## config.mk

```make
export PLATFORM = sky130hd
export DESIGN_NAME = pixel_window_feeder
export DESIGN_NICKNAME = d
export VERILOG_FILES = /design/src/rtl/pixel_pkg.sv /design/src/rtl/line_shift_buffer.sv /design/src/rtl/pixel_window_feeder.sv
export SDC_FILE = /design/constraint.sdc
export NUM_CORES = 1
export LEC_CHECK = 0
export CAP_MARGIN = 20
export CORE_MARGIN = 1
export CORE_UTILIZATION = 61
export CTS_CLUSTER_SIZE = 24
export DETAILED_ROUTE_END_ITERATION = 8
export PLACE_DENSITY = 0.8
export SYNTH_ARGS = -nofsm -noshare
export SYNTH_HDL_FRONTEND = slang
export SYNTH_HIERARCHICAL = 1
export SYNTH_SLANG_ARGS = --single-unit
```

## constraint.sdc

```tcl
create_clock -name clk -period 2 [get_ports clk]
set_clock_uncertainty 0.15 [all_clocks]
set_input_delay 0.3 -clock clk [delete_from_list [all_inputs] [get_ports clk]]
set_output_delay 0.3 -clock clk [all_outputs]
set_load 0.01 [all_outputs]
```

## src/rtl/pixel_pkg.sv

```systemverilog
// Shared pixel type and feeder FSM states for the edge-detection front end.
package pixel_pkg;
  localparam int PIX_W = 5;

  typedef logic [PIX_W-1:0] pixel_t;

  typedef enum logic {
    FILL   = 1'b0,
    STREAM = 1'b1
  } state_e;
endpackage

```

## src/rtl/line_shift_buffer.sv

```systemverilog
// One image row of delay: dout is the pixel accepted exactly DEPTH enables ago.
// No reset on storage; no latency beyond the shift itself; holds when en is low.
module line_shift_buffer
  import pixel_pkg::*;
#(
  parameter int DEPTH = 102
) (
  input  logic   clk,
  input  logic   en,
  input  pixel_t din,
  output pixel_t dout
);

  pixel_t sr_q [DEPTH];

  always_ff @(posedge clk) begin
    if (en) begin
      sr_q[0] <= din;
      for (int i = 1; i < DEPTH; i++) begin
        sr_q[i] <= sr_q[i-1];
      end
    end
  end

  assign dout = sr_q[DEPTH-1];

endmodule

```

## src/rtl/pixel_window_feeder.sv

```systemverilog
// Turns a raster pixel stream into 5-row vertical columns; 1-cycle latency.
// No backpressure: in_valid low stalls everything and the column outputs hold.
module pixel_window_feeder
  import pixel_pkg::*;
#(
  parameter int COLS = 102,
  parameter int ROWS = 102
) (
  input  logic   clk,
  input  logic   reset,
  input  logic   in_valid,
  input  pixel_t in_pixel,
  output pixel_t pixel_out0,
  output pixel_t pixel_out1,
  output pixel_t pixel_out2,
  output pixel_t pixel_out3,
  output pixel_t pixel_out4,
  output logic   out_valid,
  output logic   load_end
);

  localparam int COL_W = $clog2(COLS);
  localparam int ROW_W = $clog2(ROWS);
  localparam logic [COL_W-1:0] COL_LAST  = COL_W'(COLS - 1);
  localparam logic [ROW_W-1:0] ROW_LAST  = ROW_W'(ROWS - 1);
  localparam logic [ROW_W-1:0] FILL_LAST = ROW_W'(3);

  logic [COL_W-1:0] col_cnt_q, col_cnt_d;
  logic [ROW_W-1:0] row_cnt_q, row_cnt_d;
  state_e           state_q, state_d;
  pixel_t           col_q [5];
  pixel_t           col_d [5];
  logic             out_valid_q, out_valid_d;
  logic             load_end_q, load_end_d;

  pixel_t tail0, tail1, tail2, tail3;
  logic   col_wrap, row_wrap;

  // Chain: in_pixel -> lb3 -> lb2 -> lb1 -> lb0, each tail one row older.
  line_shift_buffer #(.DEPTH(COLS)) u_lb3 (.clk(clk), .en(in_valid), .din(in_pixel), .dout(tail3));
  line_shift_buffer #(.DEPTH(COLS)) u_lb2 (.clk(clk), .en(in_valid), .din(tail3),    .dout(tail2));
  line_shift_buffer #(.DEPTH(COLS)) u_lb1 (.clk(clk), .en(in_valid), .din(tail2),    .dout(tail1));
  line_shift_buffer #(.DEPTH(COLS)) u_lb0 (.clk(clk), .en(in_valid), .din(tail1),    .dout(tail0));

  assign col_wrap = (col_cnt_q == COL_LAST);
  assign row_wrap = (row_cnt_q == ROW_LAST);

  always_comb begin
    col_cnt_d   = col_cnt_q;
    row_cnt_d   = row_cnt_q;
    state_d     = state_q;
    col_d       = col_q;
    out_valid_d = 1'b0;
    load_end_d  = 1'b0;
    if (in_valid) begin
      col_cnt_d = col_wrap ? '0 : col_cnt_q + 1'b1;
      if (col_wrap) begin
        row_cnt_d = row_wrap ? '0 : row_cnt_q + 1'b1;
      end
      case (state_q)
        FILL: begin
          if (col_wrap && (row_cnt_q == FILL_LAST)) begin
            state_d = STREAM;
          end
        end
        STREAM: begin
          col_d       = '{tail0, tail1, tail2, tail3, in_pixel};
          out_valid_d = 1'b1;
          load_end_d  = col_wrap && row_wrap;
          if (col_wrap && row_wrap) begin
            state_d = FILL;
          end
        end
        default: state_d = FILL;
      endcase
    end
  end

  always_ff @(posedge clk or posedge reset) begin
    if (reset) begin
      col_cnt_q   <= '0;
      row_cnt_q   <= '0;
      state_q     <= FILL;
      col_q       <= '{default: '0};
      out_valid_q <= 1'b0;
      load_end_q  <= 1'b0;
    end else begin
      col_cnt_q   <= col_cnt_d;
      row_cnt_q   <= row_cnt_d;
      state_q     <= state_d;
      col_q       <= col_d;
      out_valid_q <= out_valid_d;
      load_end_q  <= load_end_d;
    end
  end

  assign pixel_out0 = col_q[0];
  assign pixel_out1 = col_q[1];
  assign pixel_out2 = col_q[2];
  assign pixel_out3 = col_q[3];
  assign pixel_out4 = col_q[4];
  assign out_valid  = out_valid_q;
  assign load_end   = load_end_q;

endmodule

```

Word-level counts from Yosys, hierarchy flattened --
Memory sizes are Yosys's and may differ from the RTL's. A register that Yosys moved wholly into a read port is not among the register bits. Index checks and enable logic that the tools add are counted.
Cells by class: add/sub/neg operators 2, multipliers 0, divide/modulo/power cells 0, order comparisons 0, equal/unequal tests 3, shifts and indexed selects 0, muxes and demuxes 11, bitwise logic cells 1, reductions and logical operators 4
Operators with widths (count):
- adder 7 x 1 -> 7 bit, second input constant | 2
- == test 7 bit, second input constant | 2
- two-way mux 7 bit | 2
- two-way mux 1 bit | 8
- == test 7 x 2 -> 1 bit, second input constant | 1
- AND reduction 2 bit | 2
- logical AND 1 bit | 2
- case mux 1 bit (2 select lines) | 1
- inverter 1 bit | 1
Word-level totals: flip-flop bits (word level) 37, bits in latches 0, bits in writable memories 2040, memory bits (read-only) 0, input bits 8, word-level logic and storage cells 34, memories kept 4
Memories:
- u_lb0.sr_q | words 102, width 5, read ports 102, clocked after memory_dff 1, write ports 102, RTL line line_shift_buffer.sv:14 | pixel_t sr_q [DEPTH];
- u_lb1.sr_q | words 102, width 5, read ports 102, clocked after memory_dff 0, write ports 102, RTL line line_shift_buffer.sv:14
- u_lb2.sr_q | words 102, width 5, read ports 102, clocked after memory_dff 0, write ports 102, RTL line line_shift_buffer.sv:14
- u_lb3.sr_q | words 102, width 5, read ports 102, clocked after memory_dff 0, write ports 102, RTL line line_shift_buffer.sv:14

Depth between registers and ports, before layout --
depth after elaboration 4, gate-level depth with buffers 6, gate-level depth less buffers 6

Cells and area by module --
The synthesis kept the hierarchy.
Modules (own cells, without submodules):
- line_shift_buffer | instances 4, cells each 515, area an instance 15352.2 um^2, sequential area each 15314.7 um^2
- pixel_window_feeder | instances 1, cells each 134, area an instance 1776.7 um^2, sequential area each 1051.0 um^2

Least setup slack after synthesis --
Ideal clock, no wire load.
path kind register to register, from register row_cnt_q[1], to register state_q, setup time 0.120 ns, arrival time 1.378 ns, data required time 1.730 ns, setup slack 0.352 ns, stages on the path, launching flop included 7, cell sequence dfrtp_1 inv_1 ha_1 nand4_1 nor3_1 a21boi_0 a41o_1
On the way: word-level cells in the longest chain between the ends 4, elaborated cells between the ends (all ways) 7, those cells by class eq/ne: 2; mux: 3; reduce/logical: 2
Ends and longest elaborated chain:
- from (decl) | RTL line pixel_window_feeder.sv:29 | logic [ROW_W-1:0] row_cnt_q, row_cnt_d;
- from (signal assigned) | RTL line pixel_window_feeder.sv:89 | row_cnt_q <= row_cnt_d;
- == test 7 bit / == test 7 x 2 -> 1 bit (equally long branches) | RTL line pixel_window_feeder.sv:46, pixel_window_feeder.sv:62
- logical AND 1 bit (on tied branches) | RTL line pixel_window_feeder.sv:70, pixel_window_feeder.sv:62
- two-way mux 1 bit (on tied branches) | RTL line pixel_window_feeder.sv:70, pixel_window_feeder.sv:62
- case mux 1 bit (2 select lines) (*) | RTL line pixel_window_feeder.sv:60 | case (state_q)
- to (signal assigned) | RTL line pixel_window_feeder.sv:90 | state_q <= state_d;
- to (decl) | RTL line pixel_window_feeder.sv:30 | state_e state_q, state_d;
Every way passes the cells marked *; elsewhere a longest branch is shown, timed or not. A chain may end at the register's enable or synchronous reset.

Final worst setup path --
from register col_cnt_q[3], to register row_cnt_q[5]
On the way: word-level cells in the longest chain between the ends 2
Ends and longest elaborated chain:
- from (decl) | RTL line pixel_window_feeder.sv:28 | logic [COL_W-1:0] col_cnt_q, col_cnt_d;
- from (signal assigned) | RTL line pixel_window_feeder.sv:88 | col_cnt_q <= col_cnt_d;
- == test 7 bit | RTL line pixel_window_feeder.sv:45 | assign col_wrap = (col_cnt_q == COL_LAST);
- AND reduction 2 bit (no source line)
Every way passes these cells.

==> summary.log <==
[status] outcome complete, no violations
[routing] DRC violations left 0
[worst_setup_path] Crit Path Category reg2reg
[sta] pins over their slew limit 0
[grt] vias in the first global route 22221
[worst_setup_path] worst endpoint required time 2.51 ns
[finish] FILL cells 5605
[finish] post-layout net count 2478
[sta] Final Cycle Share 97.89%
[worst_setup_path] critical path data arrival time 2.47 ns
[cts] number of clock sinks seen by CTS 2082
[place] placed instance count 3640
[sta] Final Hold Violating Endpoints 0
[yosys] async set or reset register ratio after synthesis 2.017%
[routing] Initial DRT Pass Iterations 5
[routing] Iter 0 DRT Violations 2199
[sta] RSZ-0062 raised after global routing no
[sta] worst rel slew slack 63.37%
[finish] final cell utilization of the core 70.51%
[place] post-placement cell area 66050 um2
[flow_run] max-cap violations 0
[min_path] worst min path class reg2reg
[finish] post-layout instance count excluding filler cells 3990
[yosys] post-synthesis cell count 2194
[yosys] cell type with the highest aggregate area in the netlist sky130_fd_sc_hd__edfxtp_1
[cts] total clock buffers created by CTS 185
[finish] final design area excluding fillers 72050 um2
[routing] detail-routed via count per cell 5.420
[pwr] worst vdd ir 0.0008576 V
[sta] post-route worst setup slack 0.04216 ns
[cts] clock insertion delay at the later pin of the skew report 0.78 ns
[pwr] leakage power 24.59 nW
[routing] via total after detailed routing 21626
[cts] root buffer cell sky130_fd_sc_hd__clkbuf_16
[sta] Final Critical Period 1.958 ns
[floorplanning] Die X 323.8 um
[sta] transition time at the pin with the least slew margin 0.5494 ns
[sta] setup tns final 0 ns
[worst_setup_path] reg-to-reg slack, setup 0.04 ns
[grt] initial antenna violation count 1
[pwr] power density cells 1223 nW/um2
[place] pre-CTS worst setup slack 0.1762 ns
[yosys] number of enable flip-flop cells after synthesis 2040
[grt] maximum number of pins on one net before global-route repair 111
[finish] Synth-to-Final Area Change 14.02%
[sta] setup violation total in the final timing report 0
[worst_setup_path] Worst Reg2Reg Path Length in Cells 4
[grt] Congestion Overflow GR 0
[cts] number of setup buffers added after CTS 0
[cts] CTS tree built
[worst_setup_path] worst setup path endpoint row_cnt_q[5]
[floorplanning] starting density of the core 61.84%
[sta] tightest hold margin 0.2548 ns
[yosys] number of distinct library cells after synthesis 32
[yosys] Post-Synthesis Mean Instance Area 28.80 um2
[finish] ratio of cells with drive above 1 in the final layout 14.00%
[routing] Final Routed Wirelength 94840 um
[grt] overall track demand over capacity in global routing 18.83%
[worst_setup_path] Worst setup EP type flop
[yosys] synthesis-stage register bit count 2082
[floorplanning] std cell rows 117
[worst_setup_path] worst r2r dst row_cnt_q[5]
[yosys] post-synthesis net count 2206
[floorplanning] vertical die dimension 323.8 um
[cts] clock slew seen by the registers of the worst setup and hold paths 0.07 ns
[cts] H-tree Lvls 4
[place] buffers added on ports 34
[yosys] count of yosys warnings during synthesis 6
[yosys] sequential cell area fraction in the yosys report 98.61%
[yosys] Yosys top cell area share 96.95%
[yosys] Primary FF master, synth sky130_fd_sc_hd__edfxtp_1
[pwr] power after layout 88.08 mW
[floorplanning] count of boundary I/O pins 35
[floorplanning] floorplan core area 102200 um2
[yosys] most area-consuming cells after synthesis sky130_fd_sc_hd__edfxtp_1, sky130_fd_sc_hd__dfrtp_1, sky130_fd_sc_hd__mux2_2
[worst_setup_path] source of the critical timing path col_cnt_q[3]
[place] Routability Congestion 0.7591
[cts] Max Buffers Root-to-Sink 3
[routing] Wirelength per Cell 23.77 um
[floorplanning] area of the die 104900 um2
[worst_setup_path] largest fanout on the critical path 10
[routing] number of nets with antenna violations after routing 0
[worst_setup_path] startpoint of the lowest-slack register-to-register path col_cnt_q[3]
[grt] global-route wire length before repair 142800 um
[sta] maximum clock rate 510.8 MHz
[worst_setup_path] startpoint kind of the worst setup timing path flop
[place] post-detailed-placement half-perimeter wirelength 35360 um
[yosys] post-synthesis instance area 63190 um2
==> sequential cells by signal (all words and copies together), names as in the netlist <==
| register | count |
|---|---|
| pixel_out1 | 5 |
| row_cnt_q | 7 |
| pixel_out3 | 5 |
| out_valid | 1 |
| u_lb3/sr_q | 510 |
| load_end | 1 |
| u_lb2/sr_q | 510 |
| col_cnt_q | 7 |
| u_lb0/sr_q | 510 |
| u_lb1/sr_q | 510 |
| pixel_out2 | 5 |
| pixel_out0 | 5 |
| state_q | 1 |
| pixel_out4 | 5 |
==> critical path, cell delays in order (launching register included) <==
cell	delay [ns]
sky130_fd_sc_hd__dfrtp_1	0.47
sky130_fd_sc_hd__and4bb_2	0.42
sky130_fd_sc_hd__and4_2	0.39
sky130_fd_sc_hd__o21ai_0	0.17
sky130_fd_sc_hd__a21o_1	0.23
==> how the worst min path moves through the flow <==
| stage | to | slack [ns] | cells past startpoint | start |
|---|---|---|---|---|
| finish | u_lb1/sr_q[37][5] | 0.25 | 0 | u_lb1/sr_q[37][0] |
| floorplan | u_lb3/sr_q[0][0] | 0.25 | 0 | in_pixel[0] |
| global route | u_lb1/sr_q[37][5] | 0.26 | 0 | u_lb1/sr_q[37][0] |
| global placement | u_lb1/sr_q[15][2] | 0.25 | 0 | u_lb1/sr_q[14][7] |
| detailed placement | u_lb0/sr_q[10][9] | 0.25 | 0 | u_lb0/sr_q[10][4] |
| CTS | u_lb1/sr_q[37][5] | 0.24 | 0 | u_lb1/sr_q[37][0] |
==> area by class of cell <==
class	count	area [um2]	area share, %
flip-flops and latches	2082	62310	86.49
clock buffers	242	4987	6.922
well taps	1368	1712	2.376
repair buffers	109	1356	1.883
clock inverters	100	969.7	1.346
multi-input cells	84	694.4	0.9638
inverters	4	15.01	0.02084
diodes	1	2.502	0.003473
==> synthesized netlist by cell type (2+ instances only) <==
master and number:
sky130_fd_sc_hd__a21oi_1 2, sky130_fd_sc_hd__o21ai_0 9, sky130_fd_sc_hd__a22o_1 2, sky130_fd_sc_hd__a21o_1 2
sky130_fd_sc_hd__nor3_1 2, sky130_fd_sc_hd__nor2_1 3, sky130_fd_sc_hd__edfxtp_1 2040, sky130_fd_sc_hd__inv_1 4
sky130_fd_sc_hd__and3_1 5, sky130_fd_sc_hd__ha_1 4, sky130_fd_sc_hd__buf_4 20, sky130_fd_sc_hd__or3_1 3
sky130_fd_sc_hd__xnor2_1 2, sky130_fd_sc_hd__nor3b_1 2, sky130_fd_sc_hd__nand4_1 4, sky130_fd_sc_hd__buf_2 4
sky130_fd_sc_hd__dfrtp_1 42, sky130_fd_sc_hd__mux2_2 25, sky130_fd_sc_hd__nand2b_1 3, sky130_fd_sc_hd__nand2_1 4
==> logic make-up after synthesis <==
family | Yosys count | share of synthesized area, %
compound gates | 19 | 0.1901
fa+ha+maj | 4 | 0.07921
buf+inv | 28 | 0.2931
xor+xnor | 3 | 0.04159
simple gates | 33 | 0.3366
mux | 25 | 0.4455
flops | 2082 | 98.61
==> report_power, final <==
group          leakage [nW]  internal, mW  switching (mW)
sequential             20.5          50.6           0.993
combinational          1.14         0.263           0.920
clock                  2.90          19.4            15.8
==> placed cells by master (no fill, tap or decap), drive strengths merged, types with 3 or more instances in the layout <==
master and n:
a21o 3, and3 5, buf 69, bufinv 13
clkbuf 242, clkdlybuf4s50 6, clkinv 70, clkinvlp 8
dfrtp 42, dlygate4sd2 26, dlygate4sd3 7, edfxtp 2040
ha 4, inv 13, mux2 25, nand2 4
nand2b 3, nand4 5, nor2 3, o21ai 9
or3 3
==> timing repair <==
| action | in CTS | in global routing |
|---|---|---|
| gates resized for setup | 29 | 0 |
| endpoints found under the hold margin | 68 | 0 |
| endpoints found under the setup margin | 29 | 0 |
| hold buffers | 7 | 0 |
==> routing by layer <==
layer / GRT usage, % / wire length, um / vias to the layer above
met4: 5.765 / 1867 / 0
li1: - / - / 9453
met5: 0 / 0 / -
met1: 28.20 / 42630 / 11391
met3: 3.659 / 4858 / 136
met2: 28.80 / 45480 / 646
No activity file was read; power rests on OpenSTA's default activity.
